**config.mk**
```make
export PLATFORM = sky130hd
export DESIGN_NAME = cbus_arbiter_rr
export DESIGN_NICKNAME = d
export VERILOG_FILES = /design/src/rtl/cbus_arbiter_rr.sv
export SDC_FILE = /design/constraint.sdc
export NUM_CORES = 1
export LEC_CHECK = 0
export ABC_AREA = 1
export CAP_MARGIN = 0
export CELL_PAD_IN_SITES_DETAIL_PLACEMENT = 1
export CELL_PAD_IN_SITES_GLOBAL_PLACEMENT = 2
export CORE_MARGIN = 8
export CORE_UTILIZATION = 10
export CTS_CLUSTER_DIAMETER = 40
export DETAILED_ROUTE_END_ITERATION = 16
export PLACE_DENSITY_LB_ADDON = 0.05
export SLEW_MARGIN = 40
export SYNTH_ARGS = -nofsm -noshare
export SYNTH_HDL_FRONTEND = slang
export SYNTH_SLANG_ARGS = --single-unit
```
**constraint.sdc**
```tcl
create_clock -name clk -period 3.13 [get_ports clk]
set_input_delay 0.4695 -clock clk [delete_from_list [all_inputs] [get_ports clk]]
set_output_delay 0.4695 -clock clk [all_outputs]
set_load 0.1 [all_outputs]
```
**src/rtl/cbus_arbiter_rr.sv**
```systemverilog
// cbus_arbiter_rr: N-input CBus arbiter, fixed-priority or round-robin, transaction locked until last beat.
// Define ARBITER_ADDR_TRANS_EN to fold kseg0/kseg1 addresses onto physical space on the outgoing request.
package cbus_arbiter_rr_pkg;
  typedef struct packed {
    logic        valid;
    logic        is_write;
    logic [2:0]  size;
    logic [31:0] addr;
    logic [3:0]  strobe;
    logic [31:0] data;
    logic [3:0]  len;
  } cbus_req_t;
  typedef struct packed {
    logic        ready;
    logic        last;
    logic [31:0] data;
  } cbus_resp_t;
endpackage

module cbus_arbiter_rr
  import cbus_arbiter_rr_pkg::*;
#(
  parameter int NUM_INPUTS   = 2,
  parameter int RR_EN_POLICY = 1
) (
  input  logic       clk,
  input  logic       resetn,
  input  cbus_req_t  ireqs  [NUM_INPUTS],
  output cbus_resp_t iresps [NUM_INPUTS],
  output cbus_req_t  oreq,
  input  cbus_resp_t oresp
);
  localparam int SW = $clog2(NUM_INPUTS);
  localparam logic [SW:0] N_W = (SW+1)'(NUM_INPUTS);
  localparam logic [SW-1:0] LAST = SW'(NUM_INPUTS - 1);
  typedef enum logic {IDLE, BUSY} state_t;
  state_t state;
  logic [SW-1:0] sel, ptr, win;
  logic [SW:0] idx;
  logic found;
  // scan starts at ptr; fixed priority keeps ptr at 0, so one scanner serves both policies
  always_comb begin
    found = 1'b0;
    win = '0;
    idx = '0;
    for (int k = 0; k < NUM_INPUTS; k++) begin
      idx = {1'b0, ptr} + (SW+1)'(k);
      idx = (idx >= N_W) ? idx - N_W : idx;
      if (!found && ireqs[idx[SW-1:0]].valid) begin
        found = 1'b1;
        win = idx[SW-1:0];
      end
    end
  end
  always_comb begin
    oreq = '0;
    for (int i = 0; i < NUM_INPUTS; i++) iresps[i] = '0;
    if (state == BUSY) begin
      oreq = ireqs[sel];
`ifdef ARBITER_ADDR_TRANS_EN
      oreq.addr = (ireqs[sel].addr[31:30] == 2'b10) ? (ireqs[sel].addr & 32'h1FFF_FFFF) : ireqs[sel].addr;
`endif
      iresps[sel] = oresp;
    end
  end
  always_ff @(posedge clk) begin
    if (!resetn) begin
      state <= IDLE;
      sel <= '0;
      ptr <= '0;
    end else if (state == IDLE) begin
      if (found) begin
        state <= BUSY;
        sel <= win;
      end
    end else if (oresp.ready && oresp.last) begin
      state <= IDLE;
      ptr <= (RR_EN_POLICY != 0 && sel != LAST) ? sel + 1'b1 : '0;
    end
  end
endmodule

```
After elaboration in Yosys (flattened, before gate mapping). Index checks and enable logic that the tools add are counted.

Add/subtract/negate cells: 4. $lt $le $gt $ge: 6. Mux-type cells: 23. Reductions and logical operators: 6. Bitwise logic cells: 5.

Operators with widths (number): $mux W77 (10); $and A68 B68 Y68 (1); $mux W68 (1); $demux W34 S1 (1); $mux W34 (1); $mux W1 (10); $ge A2 B2 Y1 const B (4); $not A1 Y2 (3); $reduce_and A2 Y1 (2); $logic_and A1 B1 Y1 (3); $add A1 B1 Y2 const B (1); $ge A1 B2 Y1 const B (1); $lt A2 B1 Y1 const B (1); $sub A1 B1 Y1 const B (2); $add A1 B1 Y1 const B (1); $logic_not A1 Y1 (1); $not A1 Y1 (1).

Input bits: 190. Register bits after elaboration: 3. Word-level logic and storage cells: 47. Output and inout bits: 145.

Logic depth before layout (Yosys ltp).
Depth in word-level cells: 12. Mapped depth: 7. Depth with buffers taken out: 6.

Least setup slack after synthesis. OpenSTA, ideal clock, no wires.

Kind: flip-flop to output port. Start point: register state. End point: output iresps[37] (netlist bit). Required time: 2660 ps. Path buffers: 2. Arrival: 2103 ps. Stages on the path, launching flop included: 7. Setup slack: 557 ps. Path through: dfxtp_1 buf_2 inv_2 nor2_8 inv_2 buf_2 nor2_1.

RTL lines: start: declaration (RTL line 37) `state_t state;`; start signal: assignment (RTL line 68) `state <= IDLE;`; start signal: assignment (RTL line 73) `state <= BUSY;`; start signal: assignment (RTL line 77) `state <= IDLE;`; end: declaration (RTL line 29) `output cbus_resp_t iresps [NUM_INPUTS],`.

==> metrics.csv <==
stage,metric,value,unit
synthesis,"flops & latches, synth",3,
drt,Pre-antenna DRT Iters,4,
cells_and_area,"Net count, final",891,
worst_setup_path,"Data arrival, critical path",1.99,ns
placement,pre-CTS setup slack,0.821,ns
worst_setup_path,Worst Setup End Kind,output port,
grt,met1 track demand over resource,0.149,
pwr,P_leak,3.09,nW
drt,Routed wire per std cell,18.6,um
synthesis,"count leader, synth",nand2_1,
cells_and_area,multi-input logic area,1300,sq um
worst_setup_path,largest fanout on the critical path,39,
worst_setup_path,R2R Path Start,state,
run,max_cap viols,0,
grt,pin count of the biggest net entering global routing,53,
clocking,root buffer cell,clkbuf_16,
clocking,H-tree depth,1,
grt,antenna violations before repair,2,
sta,Worst Skew,0.000527,ns
pwr,VDD IR max,0.000131,V
worst_setup_path,Worst Reg-to-Reg Cells,5,
synthesis,netlist area before placement,1670,sq um
clocking,CTS Buffer Depth,2,
synthesis,ys flop type,dfxtp_1,
drt,Routed Antenna Nets,0,
hold_path,HP Class,reg2reg,
sta,worst hold slack,0.467,ns
clocking,setup bufs post-CTS,0,
drt,initial DRC count,77,
grt,vias in the first global route,3996,
worst_setup_path,capturing point of the worst reg2reg path,ptr,
sta,setup ws final,0.668,ns
floorplanning,Die Y,145,um
sta,max_slew headroom,0.515,
sta,Worst-Margin Slew,0.726,ns
synthesis,Post-synth EDFFs,0,
grt,global-route wire length before repair,25.2,mm
worst_setup_path,crit path launch,state,
synthesis,synth top area cells,"nand2_1 (36%), nand3_1 (24%), nor2_1 (16%)",
sta,part of the cycle the worst path needs,0.787,
status,outcome,"finished, final reports clean",
worst_setup_path,r2r setup slk,1.69,ns
synthesis,most frequent cells after synthesis,"nand2_1 (161), nand3_1 (80), nor2_1 (70)",
synthesis,synth warn,0,
placement,HPWL Detailed,15.1,mm
pwr,overall power,2.07,mW
floorplanning,Die ar.,21100,sq um
clocking,Clock Pin Slew Worst Setup and Hold Paths,0.03,ns
synthesis,Async SR Flop Fraction,0,
clocking,TritonCTS clock tree,done,
cells_and_area,FILL cells,1922,
synthesis,syn_area_per_cell,4.30,sq um
sta,Final Hold Viols,0,
sta,Max Clk Rate,0.406,GHz
cells_and_area,share of layout cells above drive strength 1,0.227,
drt,DRC Markers,0,
placement,GP Congestion,0.877,
sta,Final min period,2.46,ns
synthesis,Synth top area share,0.363,
floorplanning,Initial Utilization,0.101,
synthesis,syn_nets,578,
synthesis,number of library cell types mapped by synthesis,12,
pwr,Pwr Density,308,nW/um^2
synthesis,Synth area leader,nand2_1,
sta,fin. max-slew vios,0,
floorplanning,I/O Pins,335,
hold_path,hold depth,2,
sta,Setup TNS,0,ns
clocking,worst skew pair latency,0.22,ns
hold_path,Hold EP,ptr,
drt,vias,3665,
floorplanning,die width,145,um
drt,drt total wl,17.1,mm
sta,# setup viols final,0,
worst_setup_path,Required @ worst endpoint,2.66,ns
cells_and_area,Layout area overhead,303,%
clocking,Post-CTS Resized,0,
grt,met3 global-route usage,0.0725,
grt,GR peak layer,met2,
clocking,clk sinks,3,
drt,vias per cell,3.98,
hold_path,worst hold start,ptr,
grt,aggregate global routing overflow,0,
worst_setup_path,critical path launch point type,register,
cells_and_area,FF/Latch Area,62.6,sq um
grt,Total GRT Usage,0.154,
cells_and_area,fin util,0.408,
synthesis,Post-Synthesis Cells,388,
worst_setup_path,Setup Crit Path Kind,reg2out,
clocking,hold buffers post-CTS,0,
placement,Port-buffer cells,334,
clocking,total clock buffers created by CTS,3,
floorplanning,core area,16500,sq um
sta,RSZ-0062 raised after global routing,false,
grt,met2 usage,0.293,
synthesis,"Seq/Total Area, Yosys",0.0360,
floorplanning,# rows,47,
-- registers in the layout, indices dropped and copies added (netlist names) --
signal,count
state,1
ptr,1
sel,1
-- layer usage --
metal / vias up / share of wire
met1: 1642 / 0.35
met5: - / 0.00076
li1: 1801 / -
met4: 2 / 0.019
met2: 204 / 0.52
met3: 16 / 0.11
-- critical path, stage by stage, from the launching register on --
cell and delay [ns]:
dfxtp_2 0.35, inv_2 0.07, nor2_8 0.42, inv_2 0.39
nor2_1 0.31, buf_12 0.21
-- where the power goes --
part	internal, mW	switching, mW
Clock	0.168	0.0312
Sequential	0.0414	0.00311
Combinational	0.677	1.15
Total	0.886	1.18
-- layout make-up --
class,instances,share of cell area
Multi-Input combinational cell,314,0.193
Sequential cell,3,0.00932
Antenna cell,1,0.000373
Timing Repair Buffer,340,0.723
Clock buffer,4,0.0117
Inverter,39,0.0218
Tap cell,220,0.0410
-- metrics by stage --
step / instances / cell area (sq um)
floorplan: 388 / 1670
global placement: 916 / 6630
detailed placement: 916 / 6630
CTS: 920 / 6710
global route: 921 / 6720
finish: 921 / 6720
-- cell families after synthesis --
group,Yosys count,synth area share
buffers and inverters,71,0.185
AO/OA/AOI/OAI,2,0.00601
flip-flops,3,0.0360
AND/OR/NAND/NOR,312,0.773
-- placed cells by master (no fill, tap or decap), drive strengths merged --
master | netlist | routed
nand2 | 161 | 161
clkdlybuf4s50 | 0 | 189
nor2 | 71 | 71
nand3 | 80 | 80
clkbuf | 10 | 4
inv | 39 | 39
buf | 22 | 151
dfxtp | 3 | 3
a21oi | 2 | 2
diode | 0 | 1
-- how the worst max path moves through the flow --
stage	endpoint	slack, ns
floorplan	iresps[37]	0.56
global placement	iresps[64]	0.89
detailed placement	iresps[34]	0.82
CTS	iresps[34]	0.58
global route	iresps[60]	0.47
finish	iresps[42]	0.67
Note: power is estimated with default switching activity, not from simulation.
